## src/rtl/phy_tx_lane_serializer_if.sv

```systemverilog
// Lane-group input bus and serial slot output bus of the PHY TX lane serializer.
// The master side drives groups and slot acceptance; the slave side is the serializer.
interface phy_tx_lane_serializer_if #(
    parameter int DATA_W = 8,
    parameter int LANES  = 4
);
    localparam int PTR_W = $clog2(LANES);

    logic [LANES*DATA_W-1:0] in_data;
    logic [LANES-1:0]        in_valid;
    logic                    in_push;
    logic                    in_ready;
    logic                    mode;
    logic [DATA_W-1:0]       out_data;
    logic                    out_valid;
    logic [PTR_W-1:0]        out_lane;
    logic                    out_ready;
    logic                    err_drop;

    modport master (
        output in_data, in_valid, in_push, mode, out_ready,
        input  in_ready, out_data, out_valid, out_lane, err_drop
    );

    modport slave (
        input  in_data, in_valid, in_push, mode, out_ready,
        output in_ready, out_data, out_valid, out_lane, err_drop
    );
endinterface

```

## src/rtl/phy_tx_lane_serializer.sv

```systemverilog
// PHY TX lane serializer: captures a group of LANES lanes and emits them one
// slot per cycle on a ready/valid stream. TDM mode walks every lane and shows
// the last valid payload of an invalid lane with valid low; compact mode walks
// only the lanes flagged valid in the group.

// Protocol properties of the serial output; kept apart from the datapath.
module phy_tx_lane_serializer_chk #(
    parameter int DATA_W = 8,
    parameter int LANES  = 4,
    parameter int PTR_W  = 2
) (
    input logic              clk,
    input logic              reset,
    input logic [DATA_W-1:0] out_data,
    input logic              out_valid,
    input logic [PTR_W-1:0]  out_lane,
    input logic              out_ready,
    input logic              err_drop,
    input logic              in_ready
);
    // A stalled valid slot keeps its payload and lane until taken.
    a_stall_stable: assert property (@(posedge clk) disable iff (reset)
        (out_valid && !out_ready) |=> (out_valid && $stable(out_data) && $stable(out_lane)));

    // The drop flag only clears through reset.
    a_err_sticky: assert property (@(posedge clk) disable iff (reset)
        err_drop |=> err_drop);

    // The lane index never points past the last lane.
    a_lane_range: assert property (@(posedge clk) disable iff (reset)
        (int'(out_lane) < LANES));

    // A new group cannot be taken while a valid slot is stalled.
    a_no_ready_on_stall: assert property (@(posedge clk) disable iff (reset)
        (out_valid && !out_ready) |-> !in_ready);
endmodule

module phy_tx_lane_serializer #(
    parameter int DATA_W = 8,
    parameter int LANES  = 4
) (
    input logic                     clk,
    input logic                     reset,
    phy_tx_lane_serializer_if.slave bus
);
    localparam int PTR_W = $clog2(LANES);

    // Lowest set lane of a mask; 0 when the mask is empty.
    function automatic logic [PTR_W-1:0] f_lowest(input logic [LANES-1:0] mask);
        logic [PTR_W-1:0] r_sel;
        r_sel = '0;
        for (int i = LANES - 1; i >= 0; i--) begin
            if (mask[i]) begin
                r_sel = PTR_W'(i);
            end
        end
        return r_sel;
    endfunction

    // Next set lane strictly above ptr, ascending; 0 when none remains.
    function automatic logic [PTR_W-1:0] f_next_above(input logic [LANES-1:0] mask,
                                                      input logic [PTR_W-1:0] ptr);
        logic [PTR_W-1:0] r_sel;
        r_sel = '0;
        for (int i = LANES - 1; i >= 0; i--) begin
            if (mask[i] && (i > int'(ptr))) begin
                r_sel = PTR_W'(i);
            end
        end
        return r_sel;
    endfunction

    logic [DATA_W-1:0] r_buf  [LANES];
    logic [DATA_W-1:0] r_hold [LANES];
    logic [LANES-1:0]  r_lane_valid;
    logic [LANES-1:0]  r_pend;
    logic [PTR_W-1:0]  r_ptr;
    logic              r_mode;
    logic              r_err_drop;

    logic              w_empty;
    logic              w_out_valid;
    logic [DATA_W-1:0] w_out_data;
    logic [PTR_W-1:0]  w_out_lane;
    logic              w_retire;
    logic [LANES-1:0]  w_pend_after;
    logic              w_last;
    logic              w_in_ready;
    logic              w_accept;
    logic              w_drop;
    logic [PTR_W-1:0]  w_ptr_next;

    // Slot presentation, retire decision and group-accept handshake.
    always_comb begin
        w_empty     = (r_pend == '0);
        w_out_valid = 1'b0;
        w_out_data  = '0;
        w_out_lane  = '0;
        if (w_empty) begin
            w_out_valid = 1'b0;
            w_out_data  = '0;
            w_out_lane  = '0;
        end else if (r_mode) begin
            w_out_valid = 1'b1;
            w_out_data  = r_buf[r_ptr];
            w_out_lane  = r_ptr;
        end else begin
            w_out_valid = r_lane_valid[r_ptr];
            w_out_lane  = r_ptr;
            if (r_lane_valid[r_ptr]) begin
                w_out_data = r_buf[r_ptr];
            end else begin
                w_out_data = r_hold[r_ptr];
            end
        end

        // Invalid TDM slots retire without waiting on the downstream.
        w_retire     = !w_empty && (bus.out_ready || !w_out_valid);
        w_pend_after = r_pend & ~(LANES'(1'b1) << r_ptr);
        w_last       = (w_pend_after == '0);

        // Ready on the cycle the last slot retires gives gapless back-to-back groups.
        w_in_ready = !reset && (w_empty || (w_last && w_retire));
        w_accept   = bus.in_push && w_in_ready;
        w_drop     = bus.in_push && !w_in_ready;

        if (r_mode) begin
            w_ptr_next = f_next_above(w_pend_after, r_ptr);
        end else begin
            w_ptr_next = r_ptr + PTR_W'(1);
        end
    end

    // Group state: async clear, slot retire, then group accept overriding pend/ptr.
    always_ff @(posedge clk or posedge reset) begin
        if (reset) begin
            for (int k = 0; k < LANES; k++) begin
                r_buf[k]  <= '0;
                r_hold[k] <= '0;
            end
            r_lane_valid <= '0;
            r_pend       <= '0;
            r_ptr        <= '0;
            r_mode       <= 1'b0;
            r_err_drop   <= 1'b0;
        end else begin
            if (w_drop) begin
                r_err_drop <= 1'b1;
            end

            if (w_retire) begin
                r_pend <= w_pend_after;
                if (w_out_valid) begin
                    r_hold[r_ptr] <= r_buf[r_ptr];
                end
                if (w_last) begin
                    r_ptr <= '0;
                end else begin
                    r_ptr <= w_ptr_next;
                end
            end

            // Accept only happens when idle or on the final retire, so it owns pend/ptr.
            if (w_accept) begin
                for (int k = 0; k < LANES; k++) begin
                    r_buf[k] <= bus.in_data[k*DATA_W +: DATA_W];
                end
                r_lane_valid <= bus.in_valid;
                r_mode       <= bus.mode;
                if (bus.mode) begin
                    r_pend <= bus.in_valid;
                    r_ptr  <= f_lowest(bus.in_valid);
                end else begin
                    r_pend <= '1;
                    r_ptr  <= '0;
                end
            end
        end
    end

    assign bus.in_ready  = w_in_ready;
    assign bus.out_valid = w_out_valid;
    assign bus.out_data  = w_out_data;
    assign bus.out_lane  = w_out_lane;
    assign bus.err_drop  = r_err_drop;

    phy_tx_lane_serializer_chk #(
        .DATA_W (DATA_W),
        .LANES  (LANES),
        .PTR_W  (PTR_W)
    ) u_chk (
        .clk       (clk),
        .reset     (reset),
        .out_data  (w_out_data),
        .out_valid (w_out_valid),
        .out_lane  (w_out_lane),
        .out_ready (bus.out_ready),
        .err_drop  (r_err_drop),
        .in_ready  (w_in_ready)
    );
endmodule

```

## src/flat_wrapper.sv

```systemverilog
// flat-port wrapper written by rule: the top's interface ports become plain ports
module phy_tx_lane_serializer_flat 
#(
    parameter int DATA_W = 8,
    parameter int LANES  = 4
)
  (clk, reset, bus_in_data, bus_in_valid, bus_in_push, bus_mode, bus_out_ready, bus_in_ready, bus_out_data, bus_out_valid, bus_out_lane, bus_err_drop);
  phy_tx_lane_serializer_if #(.DATA_W(DATA_W), .LANES(LANES)) bus_i ();
  input logic clk;
  input logic reset;
  input wire logic [$bits(bus_i.in_data)-1:0] bus_in_data;
  input wire logic [$bits(bus_i.in_valid)-1:0] bus_in_valid;
  input wire logic [$bits(bus_i.in_push)-1:0] bus_in_push;
  input wire logic [$bits(bus_i.mode)-1:0] bus_mode;
  input wire logic [$bits(bus_i.out_ready)-1:0] bus_out_ready;
  output wire logic [$bits(bus_i.in_ready)-1:0] bus_in_ready;
  output wire logic [$bits(bus_i.out_data)-1:0] bus_out_data;
  output wire logic [$bits(bus_i.out_valid)-1:0] bus_out_valid;
  output wire logic [$bits(bus_i.out_lane)-1:0] bus_out_lane;
  output wire logic [$bits(bus_i.err_drop)-1:0] bus_err_drop;
  assign bus_i.in_data = bus_in_data;
  assign bus_i.in_valid = bus_in_valid;
  assign bus_i.in_push = bus_in_push;
  assign bus_i.mode = bus_mode;
  assign bus_i.out_ready = bus_out_ready;
  assign bus_in_ready = bus_i.in_ready;
  assign bus_out_data = bus_i.out_data;
  assign bus_out_valid = bus_i.out_valid;
  assign bus_out_lane = bus_i.out_lane;
  assign bus_err_drop = bus_i.err_drop;
  phy_tx_lane_serializer #(.DATA_W(DATA_W), .LANES(LANES)) u_core (.clk(clk), .reset(reset), .bus(bus_i));
endmodule
```

## config.mk

```make
export PLATFORM = sky130hd
export DESIGN_NAME = phy_tx_lane_serializer_flat
export DESIGN_NICKNAME = d
export VERILOG_FILES = /design/src/rtl/phy_tx_lane_serializer_if.sv /design/src/rtl/phy_tx_lane_serializer.sv /design/src/flat_wrapper.sv
export SDC_FILE = /design/constraint.sdc
export NUM_CORES = 1
export LEC_CHECK = 0
export ABC_AREA = 1
export BUFFER_PORTS_ARGS = -buffer_cell sky130_fd_sc_hd__buf_2
export CORE_MARGIN = 5
export CORE_UTILIZATION = 40
export CTS_CLUSTER_SIZE = 8
export DETAILED_ROUTE_END_ITERATION = 8
export GPL_ROUTABILITY_DRIVEN = 0
export GPL_TIMING_DRIVEN = 0
export PLACE_DENSITY = 0.65
export SLEW_MARGIN = 10
export SYNTH_ARGS = -nofsm -noshare
export SYNTH_HDL_FRONTEND = slang
export SYNTH_HIERARCHICAL = 1
export SYNTH_SLANG_ARGS = --single-unit
```

## constraint.sdc

```tcl
create_clock -name clk -period 7.5 [get_ports clk]
set_clock_uncertainty 0.05 [all_clocks]
set_input_delay 0.375 -clock clk [delete_from_list [all_inputs] [get_ports clk]]
set_output_delay 0.375 -clock clk [all_outputs]
set_load 0.01 [all_outputs]
```

======== After elaboration in Yosys (flattened, before gate mapping) ========
Index checks and enable logic that the tools add are counted.
word-level totals
  register bits after elaboration ......... 76
  input port bits ......................... 41
  logic and storage cells ................. 75
  output and inout bits ................... 13
operators by class
  bitwise operators ....................... 3
  mux-type cells .......................... 32
  shifts and indexed selects .............. 1
  magnitude comparators ................... 6
  reductions and logical operators ........ 19
  add/subtract/negate cells ............... 1
operators by type and width
  kind                   count
  $mux W8                8
  $bmux W8 S2            2
  $bwmux W32             1
  $mux W2                13
  $demux W8 S2           1
  $mux W4                3
  $logic_and A1 B1 Y1    9
  $logic_not A4 Y1       2
  $and A4 B4 Y4          1
  $gt A2 B2 Y1 const A   2
  $logic_not A1 Y1       4
  $not A4 Y4             1
  $shl A1 B2 Y4 const A  1
  $ge A3 B3 Y1 const B   1
  $lt A2 B3 Y1 const B   1
  $lt A3 B1 Y1 const B   1
  $mux W1                3
  $not A2 Y3             1
  $add A2 B1 Y2 const B  1
  $bmux W1 S2            1
  $gt A1 B2 Y1 const A   1
  $logic_or A1 B1 Y1     2
  $reduce_and A2 Y1      1
  $reduce_bool A2 Y1     1

======== Longest topological paths before layout ========
  depth in word-level cells ............... 12
  mapped depth ............................ 15
  mapped depth without buffers ............ 14

======== Least setup slack after synthesis ========
No wires, ideal clock.
  path kind ............................... in2reg
  start ................................... input port reset
  end ..................................... register u_core/r_buf[0] (netlist bit)
  library setup time ...................... 0.116 ns
  stages on the path ...................... 7
  slack ................................... 4.468 ns
  data arrival time ....................... 2.866 ns
  required time ........................... 7.334 ns
  path buffers ............................ 1
  path through ............................ inv_1 -> nand2_2 -> inv_2 -> nand2_2 -> buf_4 -> nand2_1 -> nand2_1
between the ends
  longest elaborated chain between the ends .. 3
ends and longest elaborated chain
  what                             line                           source
  from (decl)                      flat_wrapper.sv:10             input logic reset;
  $logic_not A1 Y1                 phy_tx_lane_serializer.sv:123  w_in_ready = !reset && (w_empty || (w_last && w_retire));
  $logic_and A1 B1 Y1              phy_tx_lane_serializer.sv:123
  named net bus_in_ready           flat_wrapper.sv:16             output wire logic [$bits(bus_i.in_ready)-1:0] bus_in_ready;
  $logic_and A1 B1 Y1              phy_tx_lane_serializer.sv:124  w_accept = bus.in_push && w_in_ready;
  to (signal, indexed assignment)  phy_tx_lane_serializer.sv:166  r_buf[k] <= bus.in_data[k*DATA_W +: DATA_W];
  to (decl)                        phy_tx_lane_serializer.sv:73   logic [DATA_W-1:0] r_buf [LANES];
The timed path passes the listed nets, and every way through them passes these cells.
A chain may end at the register's enable or synchronous reset.

======== Final worst setup path ========
  start ................................... register u_core.r_ptr[1]
  end ..................................... output port bus_in_ready
between the ends
  longest elaborated chain between the ends .. 10
  elaborated cells between the ends (all ways) .. 14
  classes of those cells .................. shift: 1; mux: 4; bitwise: 2; reduce/logical: 7
ends and longest elaborated chain
  what                           line                           source
  from (decl)                    phy_tx_lane_serializer.sv:77   logic [PTR_W-1:0] r_ptr;
  from (signal assigned)         phy_tx_lane_serializer.sv:159  r_ptr <= w_ptr_next;
  from (signal assigned)         phy_tx_lane_serializer.sv:172  r_ptr <= f_lowest(bus.in_valid);
  $bmux W1 S2                    phy_tx_lane_serializer.sv:108  w_out_valid = r_lane_valid[r_ptr];
  $mux W1 (implied by the code)  phy_tx_lane_serializer.sv:108
  $mux W1                        phy_tx_lane_serializer.sv:103  end else if (r_mode) begin
  $mux W1                        phy_tx_lane_serializer.sv:99   if (w_empty) begin
  $logic_not A1 Y1               phy_tx_lane_serializer.sv:118  w_retire = !w_empty && (bus.out_ready || !w_out_valid);
  $logic_or A1 B1 Y1             phy_tx_lane_serializer.sv:118
  $logic_and A1 B1 Y1            phy_tx_lane_serializer.sv:118
  $logic_and A1 B1 Y1 *          phy_tx_lane_serializer.sv:123
  $logic_or A1 B1 Y1 *           phy_tx_lane_serializer.sv:123
  $logic_and A1 B1 Y1 *          phy_tx_lane_serializer.sv:123
  to (decl)                      flat_wrapper.sv:16
Every way passes the cells marked *; elsewhere a longest branch is shown, timed or not. The select of a mux whose other input is x is not followed.

==> flow_summary.ini <==
[status]
status = finished, final reports clean

[critical_path]
crit_start = u_core/r_ptr[1]
crit_path_max_incr_delay_ps = 520
cp_slowest_cell = dfrtp_1
r2r-start = u_core/r_ptr[1]
crit_path_frequent_cell = nand2_1
worstPathMaxFanout = 12
end_kind = primary output
crit_path_start_kind = flip-flop
cp.required_ps = 7070
path_delay_family = buffers and inverters
path_buf_inv = 5
worstPathCellList = inv_2 -> clkbuf_1 -> ha_1 -> inv_1 -> nand2_1 -> nand2_1 -> nor3_1 -> nand2_1 -> nand2_2 -> nand2_2 -> inv_2 -> buf_2
worstPathArrival_ps = 2750
crit_type = flip-flop to primary output

[synth]
synth_xor_area_share_pct = 0
synth_compound_area_share_pct = 15.3
avgSynthCellArea_um2 = 7.77
synth_warnings = 6
muxShareOfSynthArea_pct = 0
synthCells = 496
syn-num-nets = 542
synthSimpleGateAreaFrac_pct = 25.9
synth_top_family_by_area = simple AND/OR/NAND/NOR gates
synth_seq_area_share_pct = 49.3
ys_seq_elements = 76
synth_adder_area_share_pct = 1.62
syn_area_um2 = 3850
ys_types = 26

[routing]
initialDrtViolationCount = 248
antenna_left = 0
drt_first_pass_iters = 5
drc = 0
vias = 3456
wire_per_inst_um = 14.1
via_per_inst = 4.97
wirelength_mm = 9.81

[timing]
finalHoldViolCount = 0
min_period_over_period_pct = 42.3
worstMarginPinSlew_ps = 651
fin_hold_ws_ps = 183
fin_tns_setup_ps = 0
rsz0062_at_grt = false
max_freq_mhz = 315
period_needed_ps = 3170
timing.slew.headroom_pct = 56.6
finalMaxSlewViolations = 0
finalSetupViolations = 0

[global_route]
grt_start_max_net_pins = 52
grt_pass1_wl_mm = 16.4
grt_usage_pct = 17.9
grt_pass1_vias = 3456
antenna_found_initial = 0
grt_overflow = 0

[floorplan]
die_area_um2 = 11700
core_region_area_um2 = 9330
pin_count = 54
num_rows = 35
die_h_um = 108
die_w_um = 108
start_util_pct = 41.3

[clock_tree]
cts.sinks = 76
h-tree-depth = 3
cts_buffers = 9
cts_tree = done
cts_buffer_depth = 2
clock_latency_ps = 340
cts.clk_slew.worst_paths_ps = 80
cts_resized = 0
root_buffer = clkbuf_8

[placed_design]
io_buffer_count = 53
dp_hpwl_mm = 7.11
dpl_cell_area_um2 = 4310

[hold_path]
min_from = bus_in_data[7]
holdCritPathClass = primary input to flip-flop

[power]
p_leak_nw = 2.36
vdd_ir_drop_max_uv = 193
power_density_nw_per_um2 = 434

[layout]
nNetsFinal = 608
drive_gt1_share_pct = 16.8
final_cell_area_um2 = 4540
n_fill_cell = 935
syn2layout_area_growth_pct = 17.7
num_antenna_cells = 0

[run]
drv_cap = 0
==> final cells by class <==
cell class	instances	area [um2]	share of cell area, %
flip-flops and latches	76	1900	41.9
repair buffers	55	303	6.67
multi-input cells	355	1650	36.4
clock inverters	5	75.1	1.65
plain buffers	24	149	3.28
clock buffers	11	141	3.12
well taps	129	161	3.56
inverters	41	156	3.45
==> synth_stat cells, drive strengths merged <==
cell type  instances  area (um2)
a211oi             1        7.51
buf               12         104
nand4              3        18.8
dfrtp             76        1900
ha                 5        62.6
o21ai             71         355
nor3               1        5.00
nand2            201         764
o211ai             7        52.6
nor2              27         164
clkbuf            12        45.0
a31oi              8        50.1
o31ai              1        7.51
nand3              9        45.0
o21bai             1        7.51
inv               41         154
o22ai              8        50.1
a21oi             12        60.1
==> timing repair <==
action | 4_1_cts | 5_1_grt
setup buffers | 0 | 0
hold endpoints to repair | 15 | 0
hold buffers | 1 | 0
setup endpoints to repair | 0 | 0
==> sequential cells by signal (all words and copies together), names as in the netlist <==
| signal | cells |
|---|---|
| u_core/r_pend | 4 |
| u_core/r_ptr | 2 |
| u_core/r_buf | 32 |
| u_core/r_lane_valid | 4 |
| u_core/r_hold | 32 |
| u_core/bus.err_drop | 1 |
| u_core/r_mode | 1 |
==> report_power, final <==
group / internal, mW / leakage [nW] / switching (mW)
Clock: 0.195 / 0.113 / 0.148
Sequential: 0.595 / 0.943 / 0.0994
Combinational: 0.309 / 1.30 / 0.624
==> cells by family after synthesis <==
family                     count (synthesis)
and+or+nand+nor                          241
DFF                                       76
AOI/OAI and AO/OA                        109
adders and majority gates                  5
buffers and inverters                     65
==> worst register-to-register path: cells and delay by family, from the launching register on <==
| family | cells | cell delay, ps |
|---|---|---|
| buffers and inverters | 5 | 960 |
| DFF | 1 | 520 |
| adders and majority gates | 1 | 250 |
| and+or+nand+nor | 9 | 980 |
==> stage by stage <==
step	worst slack [ps]	util [%]	std cells	power, mW
after floorplan	4470	-	496	1.33
after global placement	3610	45.9	678	1.60
after detailed placement	4680	46.2	679	1.63
after CTS	4330	48.7	696	1.98
after global routing	4070	48.7	696	2.14
final	4330	48.7	696	1.97
==> placed cells by master, fill, tap and decap left out, drive strengths merged <==
| master | Yosys | routed |
|---|---|---|
| nand2 | 201 | 201 |
| dfrtp | 76 | 76 |
| o21ai | 71 | 71 |
| buf | 12 | 66 |
| inv | 41 | 41 |
| nor2 | 27 | 27 |
| clkbuf | 12 | 23 |
| a21oi | 12 | 12 |
| nand3 | 9 | 9 |
| o22ai | 8 | 8 |
| a31oi | 8 | 8 |
| o211ai | 7 | 7 |
| ha | 5 | 5 |
| clkinv | 0 | 3 |
| nand4 | 3 | 3 |
| bufinv | 0 | 2 |
| dlygate4sd3 | 0 | 1 |
| nor3 | 1 | 1 |
| o31ai | 1 | 1 |
| o21bai | 1 | 1 |
| a211oi | 1 | 1 |
==> per-layer routing <==
layer / track usage [%] / share of wire (%)
met3: 3.64 / 6.0
met2: 28.5 / 46
met4: 5.50 / 1.2
met1: 24.5 / 46
met5: 0 / 0
==> final timing paths <==
path,depth (start not counted),slack (ps),end
setup / recovery,12,4330,bus_in_ready
hold / removal,3,180,u_core/r_buf[31]
setup reg to reg,15,4660,u_core/r_buf[3]
hold reg to reg,2,420,u_core/r_buf[13]
max in group asynchronous,4,6280,u_core/r_hold[13]
min in group asynchronous,3,530,u_core/r_pend[3]
Power figures use the tool's default switching activity.
